[src/rtl/uart_tx_mmio_pkg.sv]
// rtl/uart_tx_mmio_pkg.sv - shared addresses, response codes, status layout and TX FSM states
package uart_tx_mmio_pkg;

    localparam logic [31:0] TX_ADDR_DEFAULT     = 32'h8000_0004;
    localparam logic [31:0] STATUS_ADDR_DEFAULT = 32'h8000_0008;

    localparam int BUS_RESP_WIDTH = 1;
    localparam logic [BUS_RESP_WIDTH-1:0] RESP_OK    = 1'b0;
    localparam logic [BUS_RESP_WIDTH-1:0] RESP_ERROR = 1'b1;

    // Status word layout; the FIFO count field starts at STATUS_COUNT_LSB
    localparam int STATUS_EMPTY_BIT = 0;
    localparam int STATUS_FULL_BIT  = 1;
    localparam int STATUS_BUSY_BIT  = 2;
    localparam int STATUS_COUNT_LSB = 3;

    typedef enum logic [1:0] {
        TX_IDLE  = 2'd0,
        TX_START = 2'd1,
        TX_DATA  = 2'd2,
        TX_STOP  = 2'd3
    } tx_state_t;

endpackage

[src/rtl/sync_fifo.sv]
// rtl/sync_fifo.sv - single-clock show-ahead FIFO with occupancy count
module sync_fifo #(
    parameter int WIDTH = 8,
    parameter int DEPTH = 8
) (
    input  logic                     clk,
    input  logic                     rst,
    input  logic                     push,
    input  logic [WIDTH-1:0]         push_data,
    input  logic                     pop,
    output logic [WIDTH-1:0]         pop_data,
    output logic                     full,
    output logic                     empty,
    output logic [$clog2(DEPTH):0]   count
);

    localparam int AW = $clog2(DEPTH);
    localparam int CW = AW + 1;

    logic [WIDTH-1:0] mem [DEPTH];
    logic [AW-1:0]    wr_ptr;
    logic [AW-1:0]    rd_ptr;
    logic             push_ok;
    logic             pop_ok;

    // Guard against overflow/underflow so the pointers can never corrupt state
    assign push_ok  = push & ~full;
    assign pop_ok   = pop & ~empty;
    assign full     = (count == CW'(DEPTH));
    assign empty    = (count == '0);
    assign pop_data = mem[rd_ptr];

    // Storage array; contents need no reset because count gates visibility
    always_ff @(posedge clk) begin
        if (push_ok) begin
            mem[wr_ptr] <= push_data;
        end
    end

    // Pointers wrap naturally modulo DEPTH; count tracks occupancy
    always_ff @(posedge clk) begin
        if (!rst) begin
            wr_ptr <= '0;
            rd_ptr <= '0;
            count  <= '0;
        end else begin
            if (push_ok) begin
                wr_ptr <= wr_ptr + AW'(1);
            end
            if (pop_ok) begin
                rd_ptr <= rd_ptr + AW'(1);
            end
            case ({push_ok, pop_ok})
                2'b10:   count <= count + CW'(1);
                2'b01:   count <= count - CW'(1);
                default: count <= count;
            endcase
        end
    end

endmodule

[src/rtl/uart_tx_mmio.sv]
// rtl/uart_tx_mmio.sv - bus-attached 8N1 UART transmitter with TX FIFO and status register
module uart_tx_mmio
    import uart_tx_mmio_pkg::*;
#(
    parameter int                   BUS_WIDTH    = 32,
    parameter logic [BUS_WIDTH-1:0] TX_ADDR      = BUS_WIDTH'(TX_ADDR_DEFAULT),
    parameter logic [BUS_WIDTH-1:0] STATUS_ADDR  = BUS_WIDTH'(STATUS_ADDR_DEFAULT),
    parameter int                   CLKS_PER_BIT = 16,
    parameter int                   FIFO_DEPTH   = 8
) (
    input  logic                      clk,
    input  logic                      rst,
    input  logic                      dw_data_addr_valid,
    output logic                      dw_data_addr_ready,
    input  logic [BUS_WIDTH-1:0]      dw_addr,
    input  logic [BUS_WIDTH-1:0]      dw_data,
    input  logic [BUS_WIDTH/8-1:0]    dw_strobe,
    output logic                      dw_resp_valid,
    input  logic                      dw_resp_ready,
    output logic [BUS_RESP_WIDTH-1:0] dw_resp,
    input  logic                      dr_addr_valid,
    output logic                      dr_addr_ready,
    input  logic [BUS_WIDTH-1:0]      dr_addr,
    output logic                      dr_data_valid,
    input  logic                      dr_data_ready,
    output logic [BUS_WIDTH-1:0]      dr_data,
    output logic                      uart_tx
);

    localparam int CNT_W = $clog2(FIFO_DEPTH) + 1;
    localparam int TMR_W = $clog2(CLKS_PER_BIT);
    localparam logic [TMR_W-1:0] TMR_LAST = TMR_W'(CLKS_PER_BIT - 1);

    logic             fifo_full;
    logic             fifo_empty;
    logic             fifo_pop;
    logic [7:0]       fifo_rd_data;
    logic [CNT_W-1:0] fifo_count;

    logic             addr_is_tx;
    logic             wr_accept;
    logic             wr_push;
    logic             rd_accept;
    logic [BUS_WIDTH-1:0] status_word;

    tx_state_t        state;
    tx_state_t        state_next;
    logic [TMR_W-1:0] bit_tmr;
    logic [2:0]       bit_idx;
    logic [7:0]       shift_reg;
    logic             bit_end;
    logic             tx_busy;

    // Only the low data byte and byte lane 0 enable carry meaning here
    logic             unused_bits;
    assign unused_bits = ^{dw_data[BUS_WIDTH-1:8], dw_strobe[BUS_WIDTH/8-1:1]};

    // ------------------------------------------------------------------
    // Write channel: one outstanding response; a full FIFO stalls only TX writes
    // ------------------------------------------------------------------
    assign addr_is_tx         = (dw_addr == TX_ADDR);
    assign dw_data_addr_ready = rst & ~dw_resp_valid & ~(addr_is_tx & fifo_full);
    assign wr_accept          = dw_data_addr_valid & dw_data_addr_ready;
    assign wr_push            = wr_accept & addr_is_tx & dw_strobe[0];

    // Registered write response, held until the requester consumes it
    always_ff @(posedge clk) begin
        if (!rst) begin
            dw_resp_valid <= 1'b0;
            dw_resp       <= RESP_OK;
        end else if (wr_accept) begin
            dw_resp_valid <= 1'b1;
            dw_resp       <= addr_is_tx ? RESP_OK : RESP_ERROR;
        end else if (dw_resp_valid && dw_resp_ready) begin
            dw_resp_valid <= 1'b0;
        end
    end

    // ------------------------------------------------------------------
    // Read channel: status captured at acceptance, so a same-cycle pop is not seen
    // ------------------------------------------------------------------
    assign dr_addr_ready = rst & ~dr_data_valid;
    assign rd_accept     = dr_addr_valid & dr_addr_ready;

    // Assemble the status word from live FIFO and transmitter state
    always_comb begin
        status_word = '0;
        status_word[STATUS_EMPTY_BIT]              = fifo_empty;
        status_word[STATUS_FULL_BIT]               = fifo_full;
        status_word[STATUS_BUSY_BIT]               = tx_busy;
        status_word[STATUS_COUNT_LSB +: CNT_W]     = fifo_count;
    end

    // Registered read data, held until the requester consumes it
    always_ff @(posedge clk) begin
        if (!rst) begin
            dr_data_valid <= 1'b0;
            dr_data       <= '0;
        end else if (rd_accept) begin
            dr_data_valid <= 1'b1;
            dr_data       <= (dr_addr == STATUS_ADDR) ? status_word : '0;
        end else if (dr_data_valid && dr_data_ready) begin
            dr_data_valid <= 1'b0;
        end
    end

    sync_fifo #(
        .WIDTH (8),
        .DEPTH (FIFO_DEPTH)
    ) u_fifo (
        .clk       (clk),
        .rst       (rst),
        .push      (wr_push),
        .push_data (dw_data[7:0]),
        .pop       (fifo_pop),
        .pop_data  (fifo_rd_data),
        .full      (fifo_full),
        .empty     (fifo_empty),
        .count     (fifo_count)
    );

    // ------------------------------------------------------------------
    // Serialiser
    // ------------------------------------------------------------------
    assign bit_end = (bit_tmr == TMR_LAST);

    // FSM state register
    always_ff @(posedge clk) begin
        if (!rst) begin
            state <= TX_IDLE;
        end else begin
            state <= state_next;
        end
    end

    // FSM next-state: each non-idle state lasts whole bit periods
    always_comb begin
        state_next = state;
        case (state)
            TX_IDLE:  if (!fifo_empty) state_next = TX_START;
            TX_START: if (bit_end) state_next = TX_DATA;
            TX_DATA:  if (bit_end && bit_idx == 3'd7) state_next = TX_STOP;
            TX_STOP:  if (bit_end) state_next = TX_IDLE;
            default:  state_next = TX_IDLE;
        endcase
    end

    // FSM outputs: line level, FIFO pop on leaving idle, busy flag
    always_comb begin
        uart_tx  = 1'b1;
        fifo_pop = 1'b0;
        tx_busy  = 1'b1;
        case (state)
            TX_IDLE: begin
                tx_busy  = 1'b0;
                fifo_pop = ~fifo_empty;
            end
            TX_START: uart_tx = 1'b0;
            TX_DATA:  uart_tx = shift_reg[0];
            TX_STOP:  uart_tx = 1'b1;
            default:  uart_tx = 1'b1;
        endcase
    end

    // Bit timer, bit index and LSB-first shift register
    always_ff @(posedge clk) begin
        if (!rst) begin
            bit_tmr   <= '0;
            bit_idx   <= '0;
            shift_reg <= '0;
        end else if (state == TX_IDLE) begin
            bit_tmr <= '0;
            bit_idx <= '0;
            if (fifo_pop) begin
                shift_reg <= fifo_rd_data;
            end
        end else if (bit_end) begin
            bit_tmr <= '0;
            if (state == TX_DATA) begin
                shift_reg <= {1'b0, shift_reg[7:1]};
                bit_idx   <= bit_idx + 3'd1;
            end
        end else begin
            bit_tmr <= bit_tmr + TMR_W'(1);
        end
    end

endmodule
[config.mk]
export PLATFORM = sky130hd
export DESIGN_NAME = uart_tx_mmio
export DESIGN_NICKNAME = d
export VERILOG_FILES = /design/src/rtl/uart_tx_mmio_pkg.sv /design/src/rtl/sync_fifo.sv /design/src/rtl/uart_tx_mmio.sv
export SDC_FILE = /design/constraint.sdc
export NUM_CORES = 1
export LEC_CHECK = 0
export CORE_UTILIZATION = 35
export CTS_BUF_LIST = sky130_fd_sc_hd__clkbuf_8
export CTS_CLUSTER_DIAMETER = 80
export CTS_CLUSTER_SIZE = 16
export DETAILED_ROUTE_END_ITERATION = 8
export PLACE_DENSITY = 0.73
export SLEW_MARGIN = 20
export SYNTH_ARGS = -nofsm -noshare
export SYNTH_HDL_FRONTEND = slang
export SYNTH_SLANG_ARGS = --single-unit
[constraint.sdc]
create_clock -name clk -period 3.1 [get_ports clk]
set_input_delay 0.62 -clock clk [delete_from_list [all_inputs] [get_ports clk]]
set_output_delay 0.62 -clock clk [all_outputs]
set_load 0.01 [all_outputs]
# ---- Word level (Yosys, flattened, before mapping)
# Memory sizes are Yosys's and may differ from the RTL's. A register that Yosys moved wholly into a read port is not among the register bits.
# Index checks and enable logic that the tools add are counted.
dict set report word_totals {
  mem_count 1
  output_inout_bits 38
  ramBits 64
  register_bits 62
}
dict set report classes {
  addsub 6
  n_bitwise 16
  mux 23
  reduce_logical 15
  eq_ne 15
}
# name words width rd rd_clocked_by_memory_dff wr line_no
set mem_list {}
lappend mem_list {u_fifo.mem 8 8 1 1 1 sync_fifo.sv:20} ;# logic [WIDTH-1:0] mem [DEPTH];
# op count
set op_table {}
lappend op_table {{equality test 32 bit, second input constant} 2}
lappend op_table {{2-to-1 mux 8 bit} 4}
lappend op_table {{AND 1 bit} 10}
lappend op_table {{nonzero test 2 bit} 5}
lappend op_table {{adder 3 x 1 -> 3 bit, second input constant} 3}
lappend op_table {{2-to-1 mux 1 bit} 9}
lappend op_table {{adder 4 x 1 -> 4 bit, second input constant} 2}
lappend op_table {{equality test 4 bit, second input constant} 2}
lappend op_table {{2-to-1 mux 2 bit} 4}
lappend op_table {{!= test 2 bit, second input constant} 4}
lappend op_table {{case mux 2 bit (4 select lines)} 1}
lappend op_table {{case mux 4 bit (2 select lines)} 1}
lappend op_table {{2-to-1 mux 7 bit} 1}
lappend op_table {{equality test 2 bit, second input constant} 3}
lappend op_table {{2-to-1 mux 3 bit} 2}
lappend op_table {{inverter 1 bit} 6}
lappend op_table {{equality test 2 x 1 -> 1 bit, second input constant} 2}
lappend op_table {{logical NOT 4 bit} 1}
lappend op_table {{AND reduction 4 bit} 1}
lappend op_table {{subtractor 4 x 1 -> 4 bit, second input constant} 1}
lappend op_table {{equality test 3 bit, second input constant} 1}
lappend op_table {{logical AND 1 bit} 3}
lappend op_table {{AND reduction 3 bit} 1}
lappend op_table {{OR reduction 3 bit} 1}
lappend op_table {{other kinds (5)} 5}

# ---- Depth between registers and ports, before layout
# Gate-level depths: netlist (run 1).
dict set report depth {
  ltp_word 10
  ltp_mapped 12
  depth_no_buf 10
}

# ---- Hierarchy
# A second synthesis (run 1) with hierarchy kept.
dict set report unflattened {
  cells_unflattened 345
  hier_area_um2 4722.0
}
# module area_per_inst_um2 cells_per_inst n_inst
set by_module_without_submodules {}
lappend by_module_without_submodules {sync_fifo 3136.8 168 1}
lappend by_module_without_submodules {uart_tx_mmio 1585.3 177 1}

# ---- Worst setup path before layout (run 1)
# OpenSTA, ideal clock, no wires.
dict set report synth_timing {
  kind {input -> register}
  from {input dw_addr[25]}
  to {memory u_fifo.mem[2][0] (enable)}
  path_buffers 1
  setup_slack_ns 0.166
  t_arrival_ns 2.539
  stages 5
  setup_ns 0.395
  cell_sequence {nor4b_1 -> nand4_1 -> nor4_1 -> buf_2 -> nor4bb_1}
}
dict set report synth_between {
  elab_chain_len 10
}
# item line_no
set synth_lines {}
lappend synth_lines {{start: declaration} uart_tx_mmio.sv:15} ;# input logic [BUS_WIDTH-1:0] dw_addr,
lappend synth_lines {{equality test 32 bit (*)} uart_tx_mmio.sv:61} ;# assign addr_is_tx = (dw_addr == TX_ADDR);
lappend synth_lines {{AND 1 bit} uart_tx_mmio.sv:62} ;# assign dw_data_addr_ready = rst & ~dw_resp_valid & ~(addr_is_tx & fifo_full);
lappend synth_lines {{inverter 1 bit} uart_tx_mmio.sv:62}
lappend synth_lines {{AND 1 bit} uart_tx_mmio.sv:62}
lappend synth_lines {{AND 1 bit} uart_tx_mmio.sv:63} ;# assign wr_accept = dw_data_addr_valid & dw_data_addr_ready;
lappend synth_lines {{AND 1 bit (*) (2 in a row)} uart_tx_mmio.sv:64} ;# assign wr_push = wr_accept & addr_is_tx & dw_strobe[0];
lappend synth_lines {{AND 1 bit (*)} sync_fifo.sv:27} ;# assign push_ok = push & ~full;
lappend synth_lines {{2-to-1 mux 1 bit (*)} sync_fifo.sv:35} ;# if (push_ok) begin
lappend synth_lines {{2-to-1 mux 1 bit (not written as such) (*)} sync_fifo.sv:36} ;# mem[wr_ptr] <= push_data;
lappend synth_lines {{end: declaration} sync_fifo.sv:20}
# Every way passes the cells marked *; elsewhere a longest branch is shown, timed or not.

# ---- Worst setup path after layout (run 1)
dict set report layout_timing {
  from {input dw_addr[13]}
  to {register u_fifo.count[3]}
}
dict set report layout_between {
  elab_chain_len 10
  word_cells_on_any_way 12
  cone_classes {3 x eq/ne; 1 x mux; 7 x bitwise; 1 x reduce/logical}
}
# item line_no
set layout_lines {}
lappend layout_lines {{equality test 32 bit (*)} uart_tx_mmio.sv:61}
lappend layout_lines {{AND 1 bit} uart_tx_mmio.sv:62}
lappend layout_lines {{inverter 1 bit} uart_tx_mmio.sv:62}
lappend layout_lines {{AND 1 bit} uart_tx_mmio.sv:62}
lappend layout_lines {{AND 1 bit} uart_tx_mmio.sv:63}
lappend layout_lines {{AND 1 bit (*) (2 in a row)} uart_tx_mmio.sv:64}
lappend layout_lines {{AND 1 bit (*)} sync_fifo.sv:27}
lappend layout_lines {{equality test 2 x 1 -> 1 bit / equality test 2 bit (equally long branches)} sync_fifo.sv:53} ;# case ({push_ok, pop_ok})
lappend layout_lines {{case mux 4 bit (2 select lines) / nonzero test 2 bit (equally long branches)} --}
lappend layout_lines {{end signal: assignment} sync_fifo.sv:54} ;# 2'b10: count <= count + CW'(1);
lappend layout_lines {{end signal: assignment} sync_fifo.sv:55} ;# 2'b01: count <= count - CW'(1);
lappend layout_lines {{end signal: assignment} sync_fifo.sv:56} ;# default: count <= count;
lappend layout_lines {{end: declaration} sync_fifo.sv:14} ;# output logic [$clog2(DEPTH):0] count
# Marked as above.
# A chain may end at the register's enable or synchronous reset.

==> results of run 1 <==
-- cells in the final DEF (no fill, tap or decap), types with 3 or more instances in the layout --
cell type	instances
dfxtp_1	40
nand2b_1	4
o21ai_0	8
buf_4	20
and4b_1	3
clkdlybuf4s50_1	90
xor2_1	3
clkbuf_8	9
nor4_2	4
conb_1	25
a22o_1	6
xnor2_1	3
nand2_1	17
mux4_2	16
o22ai_1	7
and2_1	7
nor2b_1	4
nand4_1	4
inv_1	10
nor4_1	10
edfxtp_1	64
ha_1	12
nor2_1	7
mux2i_1	23
a21oi_1	4
-- logic make-up (layout without fill, tap and decap cells) --
kind of cell,count (synthesis),count (layout),share of synthesized area [%]
fa+ha+maj,13,13,3.70
xor+xnor,6,6,1.14
simple gates,85,85,11.6
compound gates,37,37,5.66
mux,39,39,12.8
other cells,1,25,0.0815
flops,104,104,59.2
buf+inv,46,136,5.85
-- power by group --
| part | internal [W] | total, W | switching (W) | leakage (nW) |
|---|---|---|---|---|
| clock | 0.000310 | 0.000793 | 0.000483 | 0.100 |
| combinational | 0.000135 | 0.000234 | 0.0000985 | 1.06 |
| sequential | 0.00147 | 0.00148 | 0.00000856 | 0.898 |
| total | 0.00192 | 0.00251 | 0.000590 | 2.06 |
-- path summary, 6_finish.rpt --
kind	to	slack [ns]
hold reg to reg	dr_data[1]$_SDFFE_PN0P_	0.48
setup reg to reg	u_fifo.count[3]$_SDFFE_PN0P_	0.33
hold / removal	dr_data[1]$_SDFFE_PN0P_	0.48
setup / recovery	u_fifo.count[3]$_SDFFE_PN0P_	0.14
-- layer usage --
layer	global-route usage, %	part of all wire (%)	up-vias
met4	6.24	2.1	0
met1	16.4	40	1405
met5	0	0	-
met2	26.4	53	89
li1	-	-	1433
met3	3.79	5.3	19
-- repair_timing --
item / in CTS / in global routing
pin swaps: 0 / 2
resized for setup: 3 / 4
hold endpoints to repair: 0 / 0
setup endpoints to repair: 1 / 2
-- final cells by class --
type,instances,area (um2)
inverters,9,33.8
clock buffers,9,124
flip-flops and latches,104,2720
multi-input cells,205,1740
clock inverters,7,66.3
fillers,1150,6760
repair buffers,111,1060
well taps,172,215
-- metrics by stage --
step | hold slack (ns) | total power (W) | TNS, ns
final | 0.481 | 0.00251 | 0
after CTS | 0.487 | 0.00253 | 0
after floorplan | 0.449 | 0.00162 | 0
after global routing | 0.511 | 0.00261 | 0
after detailed placement | 0.463 | 0.00174 | -0.895
after global placement | 0.452 | 0.00174 | -0.434
==> results.py, run 1 <==
metrics = {
    "worst_setup_path": {
        "path_cells": "clkdlybuf4s50_1, nor4_2, nand4_1, nor4_2, buf_4, inv_1, ha_1, ha_1, a21o_1, a21oi_1, mux2i_1, mux2i_1",
        "setup.worst_path.class": "in2reg",
        "start_kind": "input port",
        "slowest_delay_ns": 0.46,
        "reg2reg_depth": 11,
        "cp_num_cells": 12,
        "startpoint": "dw_addr[13]",
        "required_ns": 3.42,
        "r2r_start": "u_fifo.count[3]$_SDFFE_PN0P_",
        "cp.buffers_inverters": 3,
        "crit_fanout": 2,
        "critPathCaptureType": "register",
        "arrival_ns": 3.27,
        "cp_slowest_cell": "clkdlybuf4s50_1",
        "cp_top_family": "simple AND/OR/NAND/NOR gates",
    },
    "synthesis": {
        "syn_area_per_cell_um2": 13.9,
        "synth.yosys.seq_area_share_pct": 59.2,
        "synth_common_cells": "edfxtp_1, dfxtp_1, buf_4",
        "netlist_top_cells_area": "edfxtp_1, dfxtp_1, mux4_2",
        "yosys_register_bits": 104,
        "synth_top_cell_area_share_pct": 41.8,
        "ys_types": 53,
        "synth_flop_cell": "edfxtp_1",
        "yosysMostFrequentCell": "edfxtp_1",
        "netlist_instances": 331,
        "async_flop_share_pct": 0,
        "syn_area_um2": 4600,
        "synth_enable_flop_cells": 64,
        "yosys_warnings": 0,
        "synth.largest_area_cell": "edfxtp_1",
    },
    "drt": {
        "vias": 2946,
        "antenna_left": 0,
        "wire_per_inst_um": 15.1,
        "finalWirelength_mm": 9.32,
        "via_per_inst": 4.77,
        "route.detailed.drc": 0,
        "firstDrtPassIters": 4,
        "drt-initial-drc-count": 159,
    },
    "global_route": {
        "grt_max_degree": 21,
        "grt_pass1_wl_mm": 14.9,
        "antenna_found_initial": 0,
        "grt_overflow": 0,
        "grt_pass1_vias": 3007,
        "gr-usage-all-layers_pct": 14.7,
    },
    "clock_tree": {
        "cts-root-buf": "clkbuf_8",
        "cts.sinks": 104,
        "cts_setup_buffers": 0,
        "cts_tree": "built",
        "insertion_delay_ns": 0.37,
        "h-tree-depth": 3,
        "clock_tree.buffer_depth": 2,
        "cts_hold_buf": 0,
        "clkSlewWorstSetupHoldPaths_ns": 0.10,
        "numCtsBuffers": 9,
    },
    "cells_and_area": {
        "drive_gt1_share_pct": 13.9,
        "post-route-util_pct": 46.8,
        "stdcell_count": 617,
        "largest_reg_flops": 64,
        "area_growth_pct": 29.5,
        "fin_area_um2": 5960,
        "nets": 559,
        "antenna_cells": 0,
    },
    "placement": {
        "dpl_cell_area_um2": 5730,
        "dp.cells": 601,
        "port_buffers": 91,
        "pre_cts_slack_ns": -0.331,
        "gp_congestion": 0.761,
        "dp_hpwl_mm": 6.75,
    },
    "floorplanning": {
        "fp.dieW_um": 117,
        "start_util_pct": 36.2,
        "die_area_um2": 13600,
        "die_h_um": 117,
        "ios": 144,
        "core-area_um2": 12700,
        "num_rows": 41,
    },
    "run_status": {
        "status": "finished clean",
    },
    "sta": {
        "finalCritPeriodShare_pct": 95.4,
        "finalWorstSetupSlack_ns": 0.143,
        "timing.slew.headroom_pct": 46.6,
        "tightest_slew_ns": 0.793,
        "maxSlewViolCount": 0,
        "setup_viol": 0,
        "finalHoldViolCount": 0,
        "period_needed_ns": 2.96,
        "fmax_mhz": 338,
        "fin_skew_ns": 0.0137,
        "rsz0062_at_grt": "no",
    },
    "power": {
        "p_leak_nw": 2.06,
        "power.density_nw_per_um2": 421,
        "ir_drop_mv": 0.368,
    },
    "worst_hold_path": {
        "hold_start": "dr_data[1]$_SDFFE_PN0P_",
        "holdCritPathClass": "reg2reg",
        "whs_path_depth": 1,
    },
    "run": {
        "max_cap_viol_count": 0,
    },
}
Power figures use the tool's default switching activity.
==> run 2, diff against run 1 <==
Settings changed: CORE_UTILIZATION 35 to 45, PLACE_DENSITY 0.73 to 0.88.
==> run 2 against run 1 <==
Flip-flop and latch count unchanged. Wire length shrank 4.1%. Non-clock buffer count fell by 4. Clock skew is 0.0040 ns higher. Utilization rose by 13 points. Combinational power fell by 2%. Cell count is 7.0% lower. Via count rose by 1.6%. Critical path depth decreased by 1. Final area decreased by 0.57%. Critical path type unchanged. Largest power group unchanged.
==> results.py, run 2 (same netlist as run 1, synthesis figures left out) <==
metrics = {
    "global_route": {
        "grt_overflow": 0,
        "antenna_found_initial": 0,
        "gr-usage-all-layers_pct": 18.0,
        "grt_use_met1_pct": 20.5,
        "grtUsageMet3_pct": 4.14,
        "grt.busiest_layer": "met2",
        "grt_pass1_vias": 2940,
        "grt.met2_usage_pct": 33.0,
        "grt_max_degree": 33,
        "grt_pass1_wl_mm": 14.1,
    },
    "clock_tree": {
        "cts-root-buf": "clkbuf_8",
        "clock_tree.buffer_depth": 2,
        "clkSlewWorstSetupHoldPaths_ns": 0.10,
        "cts_tree": "built",
        "cts_hold_buf": 0,
        "cts.sinks": 104,
        "insertion_delay_ns": 0.37,
        "numCtsBuffers": 9,
        "h-tree-depth": 3,
    },
    "power": {
        "clkPwrFrac_pct": 34.6,
        "ir_drop_mv": 0.286,
        "power_frac_comb_pct": 8.8,
        "power.density_nw_per_um2": 442,
        "p_switching_w": 0.000606,
        "p_int_w": 0.00201,
        "seq_power_share_pct": 56.6,
        "swShare_pct": 23.1,
        "p_leak_nw": 2.08,
    },
    "worst_setup_path": {
        "cp.buffers_inverters": 2,
        "required_ns": 3.40,
        "path_cells": "clkdlybuf4s50_1, nor4_1, nand4_1, nor4_2, inv_1, ha_1, ha_1, a21o_1, a21oi_1, mux2i_1, mux2i_1",
        "setup.worst_path.class": "in2reg",
        "slowest_delay_ns": 0.41,
        "reg2reg_depth": 10,
        "arrival_ns": 3.23,
        "cp_top_family": "simple AND/OR/NAND/NOR gates",
        "critPathCaptureType": "register",
        "r2r_start": "u_fifo.count[0]$_SDFFE_PN0P_",
        "start_kind": "input port",
        "r2r_slack_ns": 0.36,
        "cp_slowest_cell": "clkdlybuf4s50_1",
        "r2r_end": "u_fifo.count[3]$_SDFFE_PN0P_",
        "crit_fanout": 2,
    },
    "sta": {
        "finalHoldViolCount": 0,
        "fin_tns_setup_ns": 0,
        "rsz0062_at_grt": "no",
        "timing.slew.headroom_pct": 50.4,
        "finalCritPeriodShare_pct": 94.6,
        "setup_viol": 0,
        "fin_skew_ns": 0.0177,
        "holdWs_ns": 0.486,
        "period_needed_ns": 2.93,
        "tightest_slew_ns": 0.737,
        "maxSlewViolCount": 0,
        "fmax_mhz": 341,
    },
    "run_status": {
        "status": "finished clean",
    },
    "cells_and_area": {
        "stdcell_count": 574,
        "area_growth_pct": 28.7,
        "final_common_cell": "clkdlybuf4s50_1",
        "drive_gt1_share_pct": 13.2,
        "nets": 555,
        "antenna_cells": 0,
        "largest_reg_flops": 64,
        "fillCellCount": 743,
        "layout_common_cells": "clkdlybuf4s50_1, edfxtp_1, dfxtp_1, conb_1, mux2i_1",
    },
    "floorplanning": {
        "ios": 144,
        "die_h_um": 103,
        "num_rows": 36,
        "fp.dieW_um": 103,
        "die_area_um2": 10600,
        "core-area_um2": 9860,
        "start_util_pct": 46.7,
    },
    "worst_hold_path": {
        "hold_start": "dr_data[6]$_SDFFE_PN0P_",
        "holdCritPathClass": "reg2reg",
        "whs_endpoint": "dr_data[6]$_SDFFE_PN0P_",
        "whs_path_depth": 1,
    },
    "placement": {
        "port_buffers": 91,
        "dp.cells": 557,
        "dp_hpwl_mm": 6.46,
        "gp_congestion": 0.818,
    },
    "drt": {
        "finalWirelength_mm": 8.93,
        "wire_per_inst_um": 15.6,
        "drt-initial-drc-count": 114,
        "route.detailed.drc": 0,
        "via_per_inst": 5.21,
        "firstDrtPassIters": 4,
        "antenna_left": 0,
        "vias": 2993,
    },
    "run": {
        "max_cap_viol_count": 0,
    },
}
[run 2: how the worst max path moves through the flow]
stage                startpoint                            to  slack, ns  cells past startpoint
detailed placement  dw_addr[21]  u_fifo.count[3]$_SDFFE_PN0P_      -0.28                     11
global route        dw_addr[10]  u_fifo.count[3]$_SDFFE_PN0P_      0.002                     11
global placement    dw_addr[21]  u_fifo.count[3]$_SDFFE_PN0P_      -0.26                     11
floorplan           dw_addr[25]    u_fifo.mem[2][0]$_DFFE_PP_       0.17                      5
CTS                 dw_addr[21]            dw_data_addr_ready       0.03                      7
finish              dw_addr[10]  u_fifo.count[3]$_SDFFE_PN0P_       0.17                     11
[run 2: through the flow]
step                      worst slack, ns  utilization [%]  cell area [um2]  power, W
after CTS                          0.0290             59.8             5900   0.00264
after global routing              0.00236             60.1             5920   0.00272
after detailed placement           -0.282             57.2             5650   0.00174
final                               0.167             60.1             5920   0.00262
after floorplan                     0.166                -             4690   0.00162
after global placement             -0.256             57.2             5650   0.00173
[run 2: timing repair]
action / CTS / global route
resized for setup: 3 / 4
setup endpoints to repair: 1 / 2
setup buffers: 0 / 1
pin swaps: 1 / 3
[run 2: layer usage]
metal  share of wire, %  wire (um)
met1                 40       3610
met2                 53       4720
met4                1.2        111
met5                  0          0
met3                5.4        486
[run 2: area by class of cell]
class	instances	area, um2	share of cell area [%]
clock buffer	9	124	2.09
clock inverter	7	108	1.82
inverter	9	33.8	0.570
multi-input combinational	205	1740	29.3
sequential	104	2720	46.0
tap	133	166	2.81
timing repair buffer	107	1030	17.4
[run 2: power by group through the flow]
| stage | Combinational (W) | Clock, W | Sequential, W |
|---|---|---|---|
| 2_1_floorplan | 0.000106 | 0 | 0.00151 |
| 3_3_place_gp | 0.000219 | 0 | 0.00151 |
| 3_5_place_dp | 0.000225 | 0 | 0.00151 |
| 4_1_cts | 0.000229 | 0.000932 | 0.00148 |
| 5_1_grt | 0.000253 | 0.000984 | 0.00148 |
| 6_report | 0.000230 | 0.000905 | 0.00148 |
